==> src/rtl/dmem_lsu.sv <==
// Load/store unit in front of a word-addressed data memory with RMW sub-word stores.
// Optional misalignment trapping is enabled by defining LSU_ALIGN_CHECK_EN.
`ifndef DATA_WIDTH
`define DATA_WIDTH 32
`endif
`ifndef DMEM_ADDR_WIDTH
`define DMEM_ADDR_WIDTH 10
`endif

module dmem_lsu #(
    parameter int DATA_WIDTH = `DATA_WIDTH,
    parameter int ADDR_WIDTH = `DMEM_ADDR_WIDTH
) (
    input  logic                  clk,
    input  logic                  rst_n,
    input  logic                  req_valid,
    output logic                  req_ready,
    input  logic                  req_we,
    input  logic [1:0]            req_size,
    input  logic                  req_unsigned,
    input  logic [ADDR_WIDTH+1:0] req_addr,
    input  logic [DATA_WIDTH-1:0] req_wdata,
    output logic                  resp_valid,
    output logic [DATA_WIDTH-1:0] resp_rdata,
    output logic                  resp_err,
    output logic [ADDR_WIDTH-1:0] dmem_address,
    output logic [DATA_WIDTH-1:0] dmem_write_data,
    output logic                  dmem_write_enable,
    input  logic [DATA_WIDTH-1:0] dmem_read_data,
    input  logic                  dmem_read_data_valid
);

    typedef enum logic [2:0] {
        S_IDLE,
        S_RD,
        S_MERGE,
        S_WR,
        S_DONE
    } state_e;

    localparam logic [1:0] SZ_B = 2'b00;
    localparam logic [1:0] SZ_H = 2'b01;
    localparam logic [1:0] SZ_W = 2'b10;

    state_e                state_q, state_d;
    logic                  we_q;
    logic [1:0]            size_q;
    logic                  uns_q;
    logic [ADDR_WIDTH+1:0] addr_q;
    logic [31:0]           wdata_q;
    logic                  err_q;
    logic [31:0]           buf_q, buf_d;

    logic                  hs;
    logic                  req_err;
    logic [7:0]            rd_byte;
    logic [15:0]           rd_half;
    logic [31:0]           load_val;
    logic [31:0]           merge_val;

    assign hs = req_valid & req_ready;

    always_comb begin
        req_err = (req_size == 2'b11);
`ifdef LSU_ALIGN_CHECK_EN
        if (req_size == SZ_H && req_addr[0])
            req_err = 1'b1;
        if (req_size == SZ_W && req_addr[1:0] != 2'b00)
            req_err = 1'b1;
`endif
    end

    // Lane select and sign/zero extension for loads.
    always_comb begin
        unique case (addr_q[1:0])
            2'd0:    rd_byte = dmem_read_data[7:0];
            2'd1:    rd_byte = dmem_read_data[15:8];
            2'd2:    rd_byte = dmem_read_data[23:16];
            default: rd_byte = dmem_read_data[31:24];
        endcase
        rd_half = addr_q[1] ? dmem_read_data[31:16]
                            : dmem_read_data[15:0];
        unique case (size_q)
            SZ_B:    load_val = {{24{~uns_q & rd_byte[7]}}, rd_byte};
            SZ_H:    load_val = {{16{~uns_q & rd_half[15]}}, rd_half};
            default: load_val = dmem_read_data[31:0];
        endcase
    end

    // Replace the addressed lane of the fetched word with store data.
    always_comb begin
        merge_val = dmem_read_data[31:0];
        unique case (size_q)
            SZ_B: begin
                unique case (addr_q[1:0])
                    2'd0:    merge_val[7:0]   = wdata_q[7:0];
                    2'd1:    merge_val[15:8]  = wdata_q[7:0];
                    2'd2:    merge_val[23:16] = wdata_q[7:0];
                    default: merge_val[31:24] = wdata_q[7:0];
                endcase
            end
            SZ_H: begin
                if (addr_q[1])
                    merge_val[31:16] = wdata_q[15:0];
                else
                    merge_val[15:0] = wdata_q[15:0];
            end
            default: merge_val = wdata_q;
        endcase
    end

    always_ff @(posedge clk or negedge rst_n) begin
        if (!rst_n) begin
            state_q <= S_IDLE;
        end else begin
            state_q <= state_d;
        end
    end

    always_ff @(posedge clk or negedge rst_n) begin
        if (!rst_n) begin
            we_q    <= 1'b0;
            size_q  <= 2'b00;
            uns_q   <= 1'b0;
            addr_q  <= '0;
            wdata_q <= '0;
            err_q   <= 1'b0;
            buf_q   <= '0;
        end else begin
            if (hs) begin
                we_q    <= req_we;
                size_q  <= req_size;
                uns_q   <= req_unsigned;
                addr_q  <= req_addr;
                wdata_q <= req_wdata[31:0];
                err_q   <= req_err;
            end
            buf_q <= buf_d;
        end
    end

    always_comb begin
        state_d           = state_q;
        buf_d             = buf_q;
        req_ready         = 1'b0;
        resp_valid        = 1'b0;
        resp_rdata        = '0;
        resp_err          = 1'b0;
        dmem_address      = addr_q[ADDR_WIDTH+1:2];
        dmem_write_enable = 1'b0;
        dmem_write_data   = '0;
        dmem_write_data[31:0] = (size_q == SZ_W) ? wdata_q : buf_q;
        unique case (state_q)
            S_IDLE: begin
                req_ready = rst_n;
                if (hs) begin
                    buf_d = '0;
                    if (req_err)
                        state_d = S_DONE;
                    else if (req_we && req_size == SZ_W)
                        state_d = S_WR;
                    else
                        state_d = S_RD;
                end
            end
            S_RD: begin
                state_d = S_MERGE;
            end
            S_MERGE: begin
                if (dmem_read_data_valid) begin
                    buf_d   = we_q ? merge_val : load_val;
                    state_d = we_q ? S_WR : S_DONE;
                end
            end
            S_WR: begin
                dmem_write_enable = 1'b1;
                state_d           = S_DONE;
            end
            S_DONE: begin
                resp_valid = 1'b1;
                resp_err   = err_q;
                if (!we_q && !err_q)
                    resp_rdata[31:0] = buf_q;
                state_d = S_IDLE;
            end
            default: state_d = S_IDLE;
        endcase
    end

endmodule

==> config.mk <==
export PLATFORM = sky130hd
export DESIGN_NAME = dmem_lsu
export DESIGN_NICKNAME = d
export VERILOG_FILES = /design/src/rtl/dmem_lsu.sv
export SDC_FILE = /design/constraint.sdc
export NUM_CORES = 1
export LEC_CHECK = 0
export ABC_CLOCK_PERIOD_IN_PS = 4900
export BUFFER_PORTS_ARGS = -buffer_cell sky130_fd_sc_hd__buf_2
export CORE_UTILIZATION = 40
export CTS_CLUSTER_SIZE = 20
export DETAILED_ROUTE_END_ITERATION = 12
export PLACE_DENSITY = 0.67
export SLEW_MARGIN = 20
export SYNTH_ARGS = -nofsm -noshare
export SYNTH_HDL_FRONTEND = slang
export SYNTH_SLANG_ARGS = --single-unit
==> constraint.sdc <==
create_clock -name clk -period 4.9 [get_ports clk]
set_input_delay 0.735 -clock clk [delete_from_list [all_inputs] [get_ports clk]]
set_output_delay 0.735 -clock clk [all_outputs]
set_load 0.05 [all_outputs]
# After elaboration in Yosys (flattened, before gate mapping)
# Cells that the tools add are included.
[word_totals] reg_bits=84 inputBits=84 out_inout_bits=78 elab_cells=62
[classes] eq_ne=12 n_mux=27 bitwise_logic=4 reduce_logical=11
[op_table] cell="two-way mux 32 bit" n=6
[op_table] cell="one-hot mux 32 bit (2 select lines)" n=3
[op_table] cell="two-way mux 16 bit" n=3
[op_table] cell="two-way mux 8 bit" n=4
[op_table] cell="one-hot mux 8 bit (3 select lines)" n=1
[op_table] cell="two-way mux 3 bit" n=4
[op_table] cell="one-hot mux 3 bit (4 select lines)" n=1
[op_table] cell="== test 2 bit (second input constant)" n=4
[op_table] cell="== test 3 x 2 -> 1 bit (second input constant)" n=2
[op_table] cell="== test 2 x 1 -> 1 bit (second input constant)" n=2
[op_table] cell="logical NOT 2 bit" n=2
[op_table] cell="two-way mux 1 bit" n=4
[op_table] cell="inequality test 2 bit (second input constant)" n=2
[op_table] cell="AND 1 bit" n=3
[op_table] cell="== test 3 x 1 -> 1 bit (second input constant)" n=1
[op_table] cell="== test 3 bit (second input constant)" n=1
[op_table] cell="logical NOT 3 bit" n=1
[op_table] cell="AND reduction 3 bit" n=1
[op_table] cell="OR reduction 3 bit" n=1
[op_table] cell="logical AND 1 bit" n=2
[op_table] cell="logical NOT 1 bit" n=2
[op_table] cell="two-way mux 2 bit" n=1
[op_table] cell="AND reduction 2 bit" n=1
[op_table] cell="nonzero test 2 bit" n=1
[op_table] cell="inverter 1 bit" n=1

# Longest topological paths before layout
# Gate-level depths: netlist of run 1.
[depth] depth_word=7 depth_mapped=7

# Least setup slack after synthesis of run 1
# No wires, ideal clock.
[synth_timing] kind="reg2out" start="reg state_q[0]" end="out resp_rdata[10]" t_arrival_ps=2195 setup_slack_ps=1970 path_stages_with_launch=7 path_buffers=2 cell_sequence="dfrtp_1 buf_2 nor2_1 and2_1 nor3b_1 clkbuf_1 and2_1"
[synth_via] elab_chain_len=2
[synth_rtl] element="start, declared" line_no="45" source="state_e state_q, state_d;"
[synth_rtl] element="start signal, assigned" line_no="116" source="state_q <= state_d;"
[synth_rtl] element="== test 3 bit" line_no="153" source="unique case (state_q)"
[synth_rtl] element="two-way mux 32 bit" line_no="153"
[synth_rtl] element="end, declared" line_no="24" source="output logic [DATA_WIDTH-1:0] resp_rdata,"
# Every way passes these cells.

# Worst setup path after layout of run 1
[layout_timing] start="reg size_q[0]" end="out dmem_write_data[20]"
[layout_via] elab_chain_len=2
[layout_rtl] element="start, declared" line_no="47" source="logic [1:0] size_q;"
[layout_rtl] element="start signal, assigned" line_no="132" source="size_q <= req_size;"
[layout_rtl] element="== test 2 bit" line_no="152" source="dmem_write_data[31:0] = (size_q == SZ_W) ? wdata_q : buf_q;"
[layout_rtl] element="two-way mux 32 bit" line_no="152"
[layout_rtl] element="end, declared" line_no="27" source="output logic [DATA_WIDTH-1:0] dmem_write_data,"
# Every way passes these cells.

==> flow_summary.ini, run 1 <==
[timing]
layout_worst_path_cycle_share_pct = 75.72
rsz0062_at_grt = no
final_max_slew_viol_count = 0
final_count_of_hold_timing_violations = 0
timing.fmax_mhz = 269.5
setup_violations = 0
skew_ns = 0.01198
tns_ns = 0
timing_worst_slew_pin_value_ns = 1.043
timing.slew.headroom_pct = 30.47
finalCriticalPeriod_ns = 3.710

[route]
first_iter_violations = 458
drtAntennaViolNets = 0
dr_total_vias = 5208
drt_pass1_iterations = 5
drt-total-wl_um = 18450
detail_route.wl_per_cell_um = 21.53
viasPerCell = 6.077
post-route-drc-count = 0

[synth]
synthesis.instances = 552
synth_nets = 636
synthTopCellsByCount = 103 x sky130_fd_sc_hd__mux2_2, 84 x sky130_fd_sc_hd__dfrtp_1, 39 x sky130_fd_sc_hd__mux2i_1
synth_enable_flop_cells = 0
sequential_to_total_area_share_from_yosys_stat_pct = 36.05
async_set_or_reset_register_ratio_after_synthesis_pct = 100.0
synth.most_common_cell = sky130_fd_sc_hd__mux2_2
synth_area_mm2 = 0.005831
yosys_most_used_dff = sky130_fd_sc_hd__dfrtp_1
post_synth_main_area_contributors = sky130_fd_sc_hd__dfrtp_1 36%, sky130_fd_sc_hd__mux2_2 20%, sky130_fd_sc_hd__mux2i_1 6.7%, sky130_fd_sc_hd__a221o_1 4.3%, sky130_fd_sc_hd__and2_1 3.6%
yosysWarningCount = 0
netlist-cell-type-count = 43
ys_seq_elements = 84
synth_top_cell_by_area = sky130_fd_sc_hd__dfrtp_1
post_synth.cell_area_avg_um2 = 10.56
yosys.area.top_type_share_pct = 36.05

[outcome]
outcome = completed

[placement]
dp_hpwl_um = 12990
placement.cell_area_mm2 = 0.006651
port-buffer-count = 161
gpl.final_weighted_congestion = 0.8647

[setup_path]
critPathCaptureType = primary output
cp.buffers_inverters = 2
worst-endpoint-required_ns = 4.16
cp.depth = 4
startpoint_type = register
crit_slowest_cell = sky130_fd_sc_hd__nor2_2
critPathArrivalTime_ns = 2.98
cp_cell_sequence = nor2_2 > buf_4 > mux2_2 > buf_2
slowest_delay_ns = 0.86
worst-r2r-cell-count = 4
cell_family_contributing_the_most_delay_on_the_critical_path = simple AND/OR/NAND/NOR gates
path_max_fanout = 29
ff2ff_setup_slack_ns = 2.50
critical_path_class = register to primary output

[clock_tree]
cts.htree.levels = 3
tritoncts = done
cts_repair_resize_count = 0
cts_inserted_buffers = 9
clock_latency_at_the_later_pin_of_the_worst_skew_pair_ns = 0.35
cts_setup_buffers = 0
clock-sinks = 84
cts.clk_slew.worst_paths_ns = 0.06
ctsRootBufferMaster = sky130_fd_sc_hd__clkbuf_16
cts_hold_repair.buffers = 0
clock_path_buffers = 2

[global_route]
grt_pass1_vias = 5176
globalRouteOverflowTotal = 0
global_route.usage.total_pct = 25.31
first_pass_grt_wire_length_um = 28570
largest_net_degree_at_the_start_of_global_routing = 53
antenna_found_initial = 0

[floorplan]
io_pins = 162
x_dimension_of_the_die_um = 122.7
placeableCoreArea_mm2 = 0.01404
floorplan.rows = 43
initial_core_utilization_pct = 41.52
dieArea_mm2 = 0.01506
die_h_um = 122.7

[cells_and_area]
final_core_utilization_pct = 49.75
layout.cell_area.non_filler_mm2 = 0.006985
layout-area-overhead-vs-synth_pct = 19.81
insertedDiodeCount = 0
nNetsFinal = 757
drive_gt1_share_pct = 44.17
n_fill_cell = 1315

[hold_path]
min_path_type = primary input to async pin

[power_and_ir_drop]
ir_drop_mv = 0.4471
leakage_uw = 0.003377
power.density_cell_area_mw_per_mm2 = 775.1

[flow_run]
max_cap_viol_count = 0
[report_power, final]
| part | switching (µW) | internal [µW] | total [µW] |
|---|---|---|---|
| registers | 444 | 1020 | 1460 |
| logic | 1990 | 1190 | 3180 |
| clock network | 282 | 497 | 778 |
| total | 2720 | 2700 | 5410 |
[final timing paths]
path,startpoint,end
setup / recovery,size_q[0]$_DFFE_PN0P_,dmem_write_data[20]
max in group asynchronous,rst_n,wdata_q[17]$_DFFE_PN0P_
hold reg to reg,addr_q[3]$_DFFE_PN0P_,addr_q[3]$_DFFE_PN0P_
setup reg to reg,size_q[0]$_DFFE_PN0P_,buf_q[7]$_DFFE_PN0P_
hold / removal,rst_n,buf_q[20]$_DFFE_PN0P_
min in group clk,addr_q[3]$_DFFE_PN0P_,addr_q[3]$_DFFE_PN0P_
[final cells by class]
| cell class | count | area (µm²) | area share, % |
|---|---|---|---|
| Clock buffer | 11 | 232.7 | 3.332 |
| Clock inverter | 4 | 98.84 | 1.415 |
| Inverter | 11 | 41.29 | 0.5911 |
| Multi-Input combinational cell | 395 | 3395 | 48.59 |
| Sequential cell | 84 | 2102 | 30.09 |
| Tap cell | 180 | 225.2 | 3.224 |
| Timing Repair Buffer | 172 | 890.9 | 12.75 |
[logic make-up after synthesis]
group                  after synthesis  synth area share, %
AOI/OAI and AO/OA                  172                22.68
buffers and inverters               73                6.052
DFF                                 84                36.05
muxes                              143                26.97
and+or+nand+nor                     80                8.240
[cells in the final DEF, fill, tap and decap left out, types with 9 or more instances in the layout]
| master | n |
|---|---|
| sky130_fd_sc_hd__a211oi_1 | 18 |
| sky130_fd_sc_hd__a21o_1 | 16 |
| sky130_fd_sc_hd__a21oi_1 | 19 |
| sky130_fd_sc_hd__a221o_1 | 25 |
| sky130_fd_sc_hd__a2bb2oi_1 | 14 |
| sky130_fd_sc_hd__a31oi_1 | 16 |
| sky130_fd_sc_hd__and2_1 | 34 |
| sky130_fd_sc_hd__buf_2 | 160 |
| sky130_fd_sc_hd__buf_4 | 12 |
| sky130_fd_sc_hd__clkbuf_16 | 9 |
| sky130_fd_sc_hd__dfrtp_1 | 84 |
| sky130_fd_sc_hd__inv_1 | 11 |
| sky130_fd_sc_hd__mux2_2 | 103 |
| sky130_fd_sc_hd__mux2i_1 | 39 |
| sky130_fd_sc_hd__nor2_1 | 12 |
| sky130_fd_sc_hd__o22ai_1 | 25 |
[layer usage]
layer	GRT usage (%)	share of wire, %	wire length (µm)
met1	33.73	42	7802
met3	6.320	8.0	1483
met4	9.756	2.3	429
met5	0	0	0
met2	39.29	47	8735
[registers in the layout, summed over array words and instances, names as in the netlist]
register and flops:
wdata_q 32, buf_q 32, size_q 2, we_q 1, addr_q 12, uns_q 1, err_q 1, state_q 3
[worst reg2reg max path: cells and delay by family, from the launching register on]
| kind | cells | cell delay, ns |
|---|---|---|
| flip-flops | 1 | 0.95 |
| AO/OA/AOI/OAI | 2 | 0.69 |
| AND/OR/NAND/NOR | 1 | 0.34 |
| multiplexers | 1 | 0.26 |
[stage by stage]
stage | hold WS (ns) | setup WS, ns | instances | total power, µW
after floorplan | 0.4394 | 1.970 | 552 | 3917
after global placement | 0.4844 | 1.707 | 842 | 4525
after detailed placement | 0.4878 | 1.630 | 842 | 4606
after CTS | 0.3930 | 1.240 | 857 | 5406
after global routing | 0.4156 | 1.068 | 857 | 5705
final | 0.3844 | 1.190 | 857 | 5414
Power figures use the tool's default switching activity.
==> inputs of run 2 (changes only) <==
- ABC_CLOCK_PERIOD_IN_PS: 4900 -> 3450
- clock period: 4.9 -> 3.45 ns (I/O delays scaled with it)
==> flow_summary.ini, run 2 (synthesized netlist as in run 1, its figures left out) <==
[cells_and_area]
layout.cells.most_common = sky130_fd_sc_hd__buf_2
multi_input_area_mm2 = 0.003395
drive_gt1_share_pct = 44.67
insertedDiodeCount = 0
layout-area-overhead-vs-synth_pct = 19.94
seqCellArea_mm2 = 0.002102
nNetsFinal = 764
largestRegisters = buf_q: 32 flops, wdata_q: 32 flops, addr_q: 12 flops
mostFrequentLayoutCells = 160 x sky130_fd_sc_hd__buf_2, 103 x sky130_fd_sc_hd__mux2_2, 84 x sky130_fd_sc_hd__dfrtp_1
n_fill_cell = 1266
final_core_utilization_pct = 49.80

[flow_run]
max_cap_viol_count = 0

[global_route]
largest_net_degree_at_the_start_of_global_routing = 49
first_pass_grt_wire_length_um = 28390
grt_pass1_vias = 5104
globalRouteOverflowTotal = 0
antenna_found_initial = 0
global_route.usage.total_pct = 25.27

[placement]
port-buffer-count = 161
dp_hpwl_um = 13600
gpl.final_weighted_congestion = 0.9000

[timing]
skew_ns = 0.009440
layout_worst_path_cycle_share_pct = 77.02
final_count_of_hold_timing_violations = 0
timing_worst_slew_pin_value_ns = 0.9874
fin_worst_hold_slack_ns = 0.3985
final_max_slew_viol_count = 0
tns_ns = 0
finalCriticalPeriod_ns = 2.657
rsz0062_at_grt = no
timing.fmax_mhz = 376.3
timing.slew.headroom_pct = 34.17
setup_violations = 0

[outcome]
outcome = completed

[setup_path]
critPathArrivalTime_ns = 2.14
critPathMostFrequentCell = sky130_fd_sc_hd__and2_1
startpoint_type = register
crit_slowest_cell = sky130_fd_sc_hd__dfrtp_1
critPathCaptureType = primary output
critical_path_class = register to primary output
cp_cell_sequence = nor2_1 > and2_1 > nor3b_2 > buf_4 > and2_1 > buf_2
cp.buffers_inverters = 2
worst-endpoint-required_ns = 2.93
path_max_fanout = 18
slowest_delay_ns = 0.50
cell_family_contributing_the_most_delay_on_the_critical_path = simple AND/OR/NAND/NOR gates

[power_and_ir_drop]
power.density_cell_area_mw_per_mm2 = 1077
finalPower_uw = 7531
ir_drop_mv = 0.6670
leakage_uw = 0.003384

[hold_path]
min_path_type = primary input to register

[floorplan]
initial_core_utilization_pct = 41.52
io_pins = 162
dieArea_mm2 = 0.01506
x_dimension_of_the_die_um = 122.7
floorplan.rows = 43
die_h_um = 122.7
placeableCoreArea_mm2 = 0.01404

[route]
dr_total_vias = 5202
detail_route.wl_per_cell_um = 21.48
drtAntennaViolNets = 0
first_iter_violations = 334
viasPerCell = 6.014
drt-total-wl_um = 18580
drt_pass1_iterations = 5
post-route-drc-count = 0

[clock_tree]
clock_path_buffers = 2
cts.htree.levels = 3
ctsRootBufferMaster = sky130_fd_sc_hd__clkbuf_16
cts.clk_slew.worst_paths_ns = 0.06
cts_repair_resize_count = 0
cts_setup_buffers = 0
cts_hold_repair.buffers = 1
clock_latency_at_the_later_pin_of_the_worst_skew_pair_ns = 0.35
tritoncts = done
cts_inserted_buffers = 9
clock-sinks = 84
[run 2: changes by cell type in the layout (fill, tap and decap cells not counted), sizes merged]
cell         before  now
buf             172  178
bufinv            3    0
clkbuf           11   12
clkinv            1    2
clkinvlp          0    2
dlygate4sd3       0    1
[run 2: power breakdown]
group	switching [µW]	leakage (µW)	internal, µW	total (µW)
clock	398	0.000129	505	903
sequential	638	0.00103	1440	2080
combinational	2820	0.00222	1720	4550
total	3860	0.00338	3670	7530
[run 2: metal layers]
layer  vias up  global-route usage (%)  part of all wire [%]
li1       2382                       -                     -
met1      2553                   34.06                    43
met2       235                   39.71                    48
met3        32                   5.065                   7.1
met4         0                   9.756                   2.6
met5         -                       0                     0
[run 2: through the flow]
| step | worst slack [ns] | instance area [µm²] | std cells |
|---|---|---|---|
| final | 0.7927 | 6993 | 865 |
| after global routing | 0.5846 | 6993 | 865 |
| after CTS | 0.7661 | 6990 | 865 |
| after detailed placement | 1.063 | 6709 | 848 |
| after global placement | 1.177 | 6709 | 848 |
| after floorplan | 0.7374 | 5831 | 552 |
[run 2: area by class of cell]
cell class,instances,area share [%]
Multi-Input combinational cell,395,48.54
Sequential cell,84,30.06
Timing Repair Buffer,179,13.71
Clock buffer,12,3.525
Tap cell,180,3.221
Inverter,11,0.5904
Clock inverter,4,0.3578
[run 2: path summary, 6_finish.rpt]
path                                              from                endpoint  slack [ns]  depth (start not counted)
worst max-delay path            state_q[0]$_DFFE_PN0P_          resp_rdata[26]        0.79                          6
worst min-delay path                       req_addr[6]   addr_q[6]$_DFFE_PN0P_        0.40                          2
worst max register to register  state_q[2]$_DFFE_PN0P_   buf_q[31]$_DFFE_PN0P_        1.06                          5
worst min register to register   addr_q[4]$_DFFE_PN0P_   addr_q[4]$_DFFE_PN0P_        0.50                          1
max in group asynchronous                        rst_n  addr_q[11]$_DFFE_PN0P_        1.57                          4
min in group asynchronous                        rst_n   size_q[1]$_DFFE_PN0P_        0.56                          2
